**src/rtl/dino_pkg.sv**
```systemverilog
// -----------------------------------------------------------------------------
// dino_pkg
// Shared definitions for the dinosaur game pipeline:
//   - state_t      : game state encoding (IDLE, RUN, PAUSED, OVER)
//   - COLOR_FG/BG  : RGB444 sprite and background colours
//   - screen constants (ground row, dinosaur column span)
//   - SCORE_MAX    : saturation value of the 4-digit BCD score
//   - bcd_digit_inc: single BCD digit increment with wrap 9 -> 0
// -----------------------------------------------------------------------------
package dino_pkg;

    typedef enum logic [1:0] {
        IDLE   = 2'd0,
        RUN    = 2'd1,
        PAUSED = 2'd2,
        OVER   = 2'd3
    } state_t;

    localparam logic [11:0] COLOR_FG = 12'h555;
    localparam logic [11:0] COLOR_BG = 12'hFFF;

    localparam int GROUND_ROW   = 402;
    localparam int DINO_COL_MIN = 80;
    localparam int DINO_COL_MAX = 161;

    localparam logic [15:0] SCORE_MAX = 16'h9999;

    function automatic logic [3:0] bcd_digit_inc(input logic [3:0] digit);
        return (digit == 4'd9) ? 4'd0 : digit + 4'd1;
    endfunction

endpackage

```
**src/rtl/bcd_counter4.sv**
```systemverilog
// -----------------------------------------------------------------------------
// bcd_counter4
// Four-digit BCD up-counter with synchronous clear and saturation at 9999.
// Ports:
//   clk   in   clock, posedge
//   rst_n in   asynchronous active-low reset, clears value
//   clr   in   synchronous clear (wins over inc)
//   inc   in   add one in BCD with per-digit carry; ignored when saturated
//   value out  current count, digit 3 in [15:12]
//   sat   out  high while value == 9999
// -----------------------------------------------------------------------------
module bcd_counter4
    import dino_pkg::*;
(
    input  logic        clk,
    input  logic        rst_n,
    input  logic        clr,
    input  logic        inc,
    output logic [15:0] value,
    output logic        sat
);

    logic [15:0] value_next;
    logic        carry;

    assign sat = (value == SCORE_MAX);

    // Ripple the carry from digit 0 upward; a digit only moves if every
    // lower digit was 9 and wrapped.
    always_comb begin
        value_next = value;
        carry      = 1'b1;
        for (int i = 0; i < 4; i++) begin
            if (carry) begin
                value_next[4*i +: 4] = bcd_digit_inc(value[4*i +: 4]);
                carry                = (value[4*i +: 4] == 4'd9);
            end
        end
    end

    always_ff @(posedge clk or negedge rst_n) begin
        if (!rst_n) begin
            value <= 16'h0000;
        end else if (clr) begin
            value <= 16'h0000;
        end else if (inc && !sat) begin
            value <= value_next;
        end
    end

endmodule

```
**src/rtl/collision_ctrl.sv**
```systemverilog
// -----------------------------------------------------------------------------
// collision_ctrl
// Detects dinosaur/obstacle sprite overlap per frame, runs the game state
// machine, keeps the BCD score and produces the registered pixel colour.
// Optional feature: define HISCORE_EN to add a high-score register/output.
// Ports:
//   clk         in   pixel clock, posedge
//   RESET_N     in   asynchronous active-low reset
//   fresh       in   high during active video; falling edge = frame end
//   START       in   start/resume button (level)
//   PAUSE       in   pause button (level)
//   dino_px     in   dinosaur sprite bit of the current pixel
//   cactus_px   in   obstacle sprite bit of the current pixel
//   game_status out  1 while running
//   game_over   out  1 while in OVER
//   score       out  4-digit BCD score
//   rgb         out  registered RGB444 pixel colour
//   hiscore     out  best score seen (HISCORE_EN only)
// -----------------------------------------------------------------------------
module collision_ctrl
    import dino_pkg::*;
#(
    parameter int          FRAMES_PER_POINT = 6,
    parameter int          HIT_MIN_PIXELS   = 4,
    parameter logic [11:0] FG_COLOR         = COLOR_FG,
    parameter logic [11:0] BG_COLOR         = COLOR_BG
)(
    input  logic        clk,
    input  logic        RESET_N,
    input  logic        fresh,
    input  logic        START,
    input  logic        PAUSE,
    input  logic        dino_px,
    input  logic        cactus_px,
    output logic        game_status,
    output logic        game_over,
    output logic [15:0] score,
    output logic [11:0] rgb
`ifdef HISCORE_EN
    ,
    output logic [15:0] hiscore
`endif
);

    localparam logic [5:0] FRAME_LAST = 6'(FRAMES_PER_POINT - 1);
    localparam logic [9:0] HIT_MIN    = 10'(HIT_MIN_PIXELS);
    localparam logic [9:0] HIT_SAT    = 10'h3FF;

    state_t      state;
    logic        start_d;
    logic        pause_d;
    logic        fresh_d;
    logic [9:0]  hit_cnt;
    logic [5:0]  frame_cnt;
    logic        score_sat;

    logic        start_p;
    logic        pause_p;
    logic        frame_end;
    logic        in_run;
    logic        overlap;
    logic        hit_now;
    logic        restart;
    logic        frame_tick;
    logic        score_inc;

    assign start_p   = START & ~start_d;
    assign pause_p   = PAUSE & ~pause_d;
    assign frame_end = fresh_d & ~fresh;
    assign in_run    = (state == RUN);
    assign overlap   = in_run & dino_px & cactus_px;
    assign hit_now   = frame_end & (hit_cnt >= HIT_MIN);

    // A fresh game (from IDLE or OVER) starts from zero score and counters;
    // resuming from PAUSED keeps them.
    assign restart    = start_p & ((state == IDLE) | (state == OVER));
    assign frame_tick = in_run & frame_end & ~hit_now;
    assign score_inc  = frame_tick & (frame_cnt == FRAME_LAST) & ~score_sat;

    // Edge-detect registers for the buttons and the frame strobe.
    always_ff @(posedge clk or negedge RESET_N) begin
        if (!RESET_N) begin
            start_d <= 1'b0;
            pause_d <= 1'b0;
            fresh_d <= 1'b0;
        end else begin
            start_d <= START;
            pause_d <= PAUSE;
            fresh_d <= fresh;
        end
    end

    // Game state machine; status outputs are registered alongside the state.
    // In RUN a hit at frame end takes priority over a pause request.
    always_ff @(posedge clk or negedge RESET_N) begin
        if (!RESET_N) begin
            state       <= IDLE;
            game_status <= 1'b0;
            game_over   <= 1'b0;
        end else begin
            case (state)
                IDLE: begin
                    if (start_p) begin
                        state       <= RUN;
                        game_status <= 1'b1;
                    end
                end
                RUN: begin
                    if (hit_now) begin
                        state       <= OVER;
                        game_status <= 1'b0;
                        game_over   <= 1'b1;
                    end else if (pause_p) begin
                        state       <= PAUSED;
                        game_status <= 1'b0;
                    end
                end
                PAUSED: begin
                    if (start_p) begin
                        state       <= RUN;
                        game_status <= 1'b1;
                    end
                end
                OVER: begin
                    if (start_p) begin
                        state       <= RUN;
                        game_status <= 1'b1;
                        game_over   <= 1'b0;
                    end
                end
                default: begin
                    state       <= IDLE;
                    game_status <= 1'b0;
                    game_over   <= 1'b0;
                end
            endcase
        end
    end

    // Overlap counter. An overlapping pixel in the frame-end cycle itself
    // is carried into the next frame rather than lost.
    always_ff @(posedge clk or negedge RESET_N) begin
        if (!RESET_N) begin
            hit_cnt <= 10'd0;
        end else if (restart) begin
            hit_cnt <= 10'd0;
        end else if (frame_end) begin
            hit_cnt <= overlap ? 10'd1 : 10'd0;
        end else if (overlap && hit_cnt != HIT_SAT) begin
            hit_cnt <= hit_cnt + 10'd1;
        end
    end

    // Frame counter: one score point per FRAMES_PER_POINT clean RUN frames.
    always_ff @(posedge clk or negedge RESET_N) begin
        if (!RESET_N) begin
            frame_cnt <= 6'd0;
        end else if (restart) begin
            frame_cnt <= 6'd0;
        end else if (frame_tick) begin
            frame_cnt <= (frame_cnt == FRAME_LAST) ? 6'd0 : frame_cnt + 6'd1;
        end
    end

    bcd_counter4 u_score (
        .clk   (clk),
        .rst_n (RESET_N),
        .clr   (restart),
        .inc   (score_inc),
        .value (score),
        .sat   (score_sat)
    );

    // Composite pixel: any sprite bit paints the foreground colour.
    always_ff @(posedge clk or negedge RESET_N) begin
        if (!RESET_N) begin
            rgb <= BG_COLOR;
        end else begin
            rgb <= (dino_px | cactus_px) ? FG_COLOR : BG_COLOR;
        end
    end

`ifdef HISCORE_EN
    // Score is frozen on the hit frame, so it can be compared on entry.
    always_ff @(posedge clk or negedge RESET_N) begin
        if (!RESET_N) begin
            hiscore <= 16'h0000;
        end else if (in_run && hit_now && score > hiscore) begin
            hiscore <= score;
        end
    end
`endif

endmodule

```
**config.mk**
```make
export PLATFORM = sky130hd
export DESIGN_NAME = collision_ctrl
export DESIGN_NICKNAME = d
export VERILOG_FILES = /design/src/rtl/dino_pkg.sv /design/src/rtl/bcd_counter4.sv /design/src/rtl/collision_ctrl.sv
export SDC_FILE = /design/constraint.sdc
export NUM_CORES = 1
export LEC_CHECK = 0
export CAP_MARGIN = 20
export CORE_MARGIN = 2
export CORE_UTILIZATION = 57
export DETAILED_ROUTE_END_ITERATION = 10
export DONT_BUFFER_PORTS = 1
export MAX_ROUTING_LAYER = met4
export PLACE_DENSITY = 0.75
export SYNTH_ARGS = -nofsm -noshare
export SYNTH_HDL_FRONTEND = slang
export SYNTH_HIERARCHICAL = 1
export SYNTH_SLANG_ARGS = --single-unit
```
**constraint.sdc**
```tcl
create_clock -name clk -period 2.6 [get_ports clk]
set_input_delay 0.52 -clock clk [delete_from_list [all_inputs] [get_ports clk]]
set_output_delay 0.52 -clock clk [all_outputs]
set_load 0.01 [all_outputs]
```
Word-level counts from Yosys, hierarchy flattened
Cells that the tools add are included.
{"block": "word_totals", "reg_bits": 51, "inputBits": 7, "output_inout_bits": 30}
{"block": "classes", "add_sub_neg": 6, "magnitude_cmp": 1, "eq_ne": 14, "muxes": 30, "bitwise_logic": 18, "reduce_logical": 17}
{"cell": "2-to-1 mux 16 bit", "count": 2}
{"cell": "2-to-1 mux 10 bit", "count": 3}
{"cell": "2-to-1 mux 4 bit", "count": 7}
{"cell": "2-to-1 mux 6 bit", "count": 3}
{"cell": "adder 4 x 1 -> 4 bit, second input constant", "count": 4}
{"cell": "== test 16 bit, second input constant", "count": 1}
{"cell": "== test 4 bit, second input constant", "count": 4}
{"cell": "2-to-1 mux 12 bit", "count": 1}
{"cell": "nonzero test 2 bit", "count": 6}
{"cell": "bitwise AND 1 bit", "count": 11}
{"cell": "adder 10 x 1 -> 10 bit, second input constant", "count": 1}
{"cell": "greater-or-equal comparator 10 x 3 -> 1 bit, second input constant", "count": 1}
{"cell": "!= test 10 bit, second input constant", "count": 1}
{"cell": "2-to-1 mux 1 bit", "count": 8}
{"cell": "AND reduction 2 bit", "count": 4}
{"cell": "adder 6 x 1 -> 6 bit, second input constant", "count": 1}
{"cell": "== test 6 x 3 -> 1 bit, second input constant", "count": 1}
{"cell": "2-to-1 mux 2 bit", "count": 3}
{"cell": "NOT 1 bit", "count": 5}
{"cell": "== test 2 bit, second input constant", "count": 2}
{"cell": "!= test 2 x 1 -> 1 bit, second input constant", "count": 2}
{"cell": "one-hot mux 1 bit (2 select lines)", "count": 2}
{"cell": "one-hot mux 2 bit (2 select lines)", "count": 1}
{"cell": "!= test 3 x 2 -> 1 bit, second input constant", "count": 1}
{"cell": "9 further kinds", "count": 11}

Depth between registers and ports, before layout
{"block": "depth", "word_depth": 10, "ltp_mapped": 12, "mapped_depth_nobuf": 10}

Cells and area by module
Netlist, hierarchy kept.
{"module": "collision_ctrl", "n_inst": 1, "cells_per_inst": 142, "area_per_inst_um2": 1432.6}
{"module": "bcd_counter4", "n_inst": 1, "cells_per_inst": 106, "area_per_inst_um2": 1041.0}

Least setup slack after synthesis
No wires, ideal clock.
{"block": "synth_path", "kind": "flip-flop to flip-flop", "startpoint": "register u_score.value[1]", "endpoint": "register u_score.value[13]", "setup_ps": 94, "t_arrival_ps": 2374, "t_required_ps": 2506, "slack_ps": 132, "stages_incl_launch_ff": 12, "synth_period_minus_slack_ps": 2468, "cell_sequence": "dfrtp_1 inv_1 ha_1 nand3b_4 or4_4 inv_1 nor4_1 clkbuf_8 and4b_1 buf_2 and4_1 a211oi_1"}
{"block": "synth_via", "elab_chain_len": 6, "elab_cells_between_ends": 11}
{"element": "start, declared", "line": "bcd_counter4.sv:19", "rtl": "output logic [15:0] value,"}
{"element": "start signal, assigned", "line": "bcd_counter4.sv:47", "rtl": "value <= value_next;"}
{"element": "== test 16 bit", "line": "bcd_counter4.sv:26", "rtl": "assign sat = (value == SCORE_MAX);"}
{"element": "net score_sat", "line": "collision_ctrl.sv:55", "rtl": "logic score_sat;"}
{"element": "NOT 1 bit", "line": "collision_ctrl.sv:78", "rtl": "assign score_inc = frame_tick & (frame_cnt == FRAME_LAST) & ~score_sat;"}
{"element": "bitwise AND 1 bit", "line": "collision_ctrl.sv:78"}
{"element": "net score_inc", "line": "collision_ctrl.sv:65", "rtl": "logic score_inc;"}
{"element": "logical AND 1 bit", "line": "bcd_counter4.sv:46", "rtl": "end else if (inc && !sat) begin"}
{"element": "nonzero test 2 bit (no source line)"}
{"element": "AND reduction 2 bit (no source line)"}
The timed path passes the listed nets, and every way through them passes these cells.
A chain may end at the register's enable or synchronous reset.

Worst setup path after layout
{"block": "layout_path", "startpoint": "register u_score.value[1]", "endpoint": "register u_score.value[12]"}
Same word-level chain as after synthesis.

==> flow_summary.toml <==
[status]
outcome = "finished clean"

[setup_path]
worstSetupEndpointType = "register"
regToRegSetupSlack_ns = 0.16
reg2reg_from = "u_score/value[1]$_DFFE_PN0P_"
cp.arrival_ns = 2.63
crit_path_end = "u_score/value[12]$_DFFE_PN0P_"
worstReg2RegEnd = "u_score/value[12]$_DFFE_PN0P_"
start_kind = "register"
required_ns = 2.79
cp_max_fo = 7
setup.worst_path.start = "u_score/value[1]$_DFFE_PN0P_"
worst-r2r-cell-count = 10
path_class = "register to register"

[global_routing]
grt_usage = 0.230
antenna_found_initial = 0
grt_max_degree = 40
grt_overflow_total = 0
grt_pass1_vias = 1838
grt_pass1_wl_um = 8710

[floorplan]
initial_core_util = 0.605
die-area_um2 = 4880
ios = 37
die_w_um = 69.9
core-area_um2 = 4090
die_h_um = 69.9
num_rows = 23

[finish]
syn_to_final_growth_pct = 10.5
post-route-util = 0.669
nNetsFinal = 284
final_cell_mix = "dfrtp_1, nor2_1, buf_4"
diodes = 0
finalInstanceArea_um2 = 2730
drive_gt1_frac = 0.152
final_common_cell = "dfrtp_1"

[route]
drt_pre_antenna_iters = 4
drc = 0
drtAntennaViolNets = 0
wl_per_cell_um = 16.0
post_drt_via_cell_ratio = 5.97
routed_wl_um = 5000
vias = 1869
drt_iter0_markers = 105

[clock_network]
clk_latency_ns = 0.30
clkTransAtPathRegs_ns = 0.08
clockBufferDepth = 2
root_buffer = "clkbuf_8"
cts_tree = "built"
cts_buffers = 5
htreeDepth = 2
cts_setup_buffers = 0
cts.sinks = 40

[yosys]
synth-seq-cells = 40
synthArstFlopShare = 1.00
syn-mean-instance-area_um2 = 9.97
syn_inst = 248
synth_warnings = 6
synth_top_area_share = 0.395
ys_top_cells_by_area = "dfrtp_1, ha_1, a21oi_1, buf_4, nor2_1"
synth_edf_count = 0
synth.distinct_cells = 61
yosysTopAreaCell = "dfrtp_1"
synth_area_um2 = 2470
ys_seq_area_frac = 0.405
ys.flop_type = "dfrtp_1"

[sta]
clock_skew_ns = 0.00813
fin_ws_ns = 0.161
tns_ns = 0
finalMaxSlewViolations = 0
final-hold-violation-count = 0
max_freq_mhz = 410
setup_violations = 0
fin_crit_ns = 2.44
finalCritPeriodShare = 0.938
rsz0062_at_grt = "no"

[placement]
place_ws_ns = 0.192
portBuffers = 0
gp_congestion = 0.807
placed_cell_area_um2 = 2550
place_hpwl_um = 3430

[power]
p_total_w = 0.00178
intPower_w = 0.00129
switching_share = 0.274
switching_power_w = 0.000486
p_clk_frac = 0.399
vdd_drop_max_mv = 0.420
p_comb_frac = 0.181
p_leak_nw = 1.38
pwr-share-seq = 0.421
power_density_nw_per_um2 = 650

[flow_run]
drv_cap = 0

[hold_path]
min_path_type = "input pin to async pin"
==> synth_stat cells, types with 4 or more instances <==
cell type	number
dfrtp_1	39
a21oi_1	17
nand4_1	4
inv_1	15
nand3b_1	5
o21ai_0	8
and3_1	5
ha_1	15
o31ai_1	5
a21o_1	4
nor3_1	4
nor2_1	21
nand2_1	8
nor4_1	6
nor2b_1	4
nand3_1	8
buf_4	11
mux2i_1	4
==> registers in the layout (all words and copies together) (netlist names) <==
name and flops:
hit_cnt 10, game_over 1, pause_d 1, fresh_d 1, game_status 1, frame_cnt 6
u_score/value 16, start_d 1, state 2, rgb 1
==> metrics by stage <==
stage	cells	hold WS (ns)
after global routing	313	0.0365
after detailed placement	304	0.225
after global placement	304	0.225
final	313	0.0403
after CTS	313	0.0449
after floorplan	253	0.224
==> cells by family after synthesis <==
logic type / after synthesis / synth area share
and+or+nand+nor: 95 / 0.257
AOI/OAI and AO/OA: 56 / 0.146
DFF: 40 / 0.405
buffers and inverters: 32 / 0.0804
adders and majority gates: 15 / 0.0759
xor gates and xnor gates: 5 / 0.0177
muxes: 4 / 0.0162
other: 1 / 0.00152
==> repair_timing <==
item                                    CTS  global route
endpoints found under the setup margin    0             2
hold buffers                              1             0
resized for setup                         0             2
endpoints found under the hold margin    39             0
==> critical path, cell delays in order (launching register included) <==
cell	delay, ns
dfrtp_1	0.38
inv_1	0.08
ha_1	0.28
nand3b_4	0.13
or4_4	0.57
inv_1	0.09
nor4_2	0.05
and4b_2	0.28
and4_1	0.26
xnor2_1	0.16
nor2_1	0.05
==> power by group through the flow <==
| stage | combinational, W | sequential (W) | clock (W) |
|---|---|---|---|
| 6_report | 0.000321 | 0.000747 | 0.000708 |
| 5_1_grt | 0.000369 | 0.000758 | 0.000750 |
| 4_1_cts | 0.000323 | 0.000748 | 0.000726 |
| 3_5_place_dp | 0.000302 | 0.000759 | 0 |
| 3_3_place_gp | 0.000297 | 0.000756 | 0 |
| 2_1_floorplan | 0.000257 | 0.000743 | 0 |
==> routing by layer <==
layer / wire (um) / vias to the layer above / global-route usage
met5: 0 / - / -
met4: 95 / 0 / 0.0726
met3: 279 / 10 / 0.0722
met2: 2260 / 56 / 0.331
met1: 2370 / 884 / 0.310
li1: - / 919 / -
==> how the worst min path moves through the flow <==
stage,startpoint,end,slack [ns]
floorplan,RESET_N,frame_cnt[0]$_DFFE_PN0P_,0.22
global placement,RESET_N,u_score/value[9]$_DFFE_PN0P_,0.23
detailed placement,RESET_N,u_score/value[9]$_DFFE_PN0P_,0.23
CTS,RESET_N,rgb[9]$_DFF_PN1_,0.04
global route,RESET_N,rgb[9]$_DFF_PN1_,0.04
finish,RESET_N,u_score/value[7]$_DFFE_PN0P_,0.04
==> cell type report <==
type | instances | area (um^2)
Multi-Input combinational cell | 181 | 1300
Tap cell | 50 | 62.6
Clock buffer | 5 | 68.8
Timing Repair Buffer | 19 | 155
Inverter | 15 | 56.3
Clock inverter | 3 | 90.1
Sequential cell | 40 | 1000
Fill cell | 325 | 1350
No activity file was read; power rests on OpenSTA's default activity.
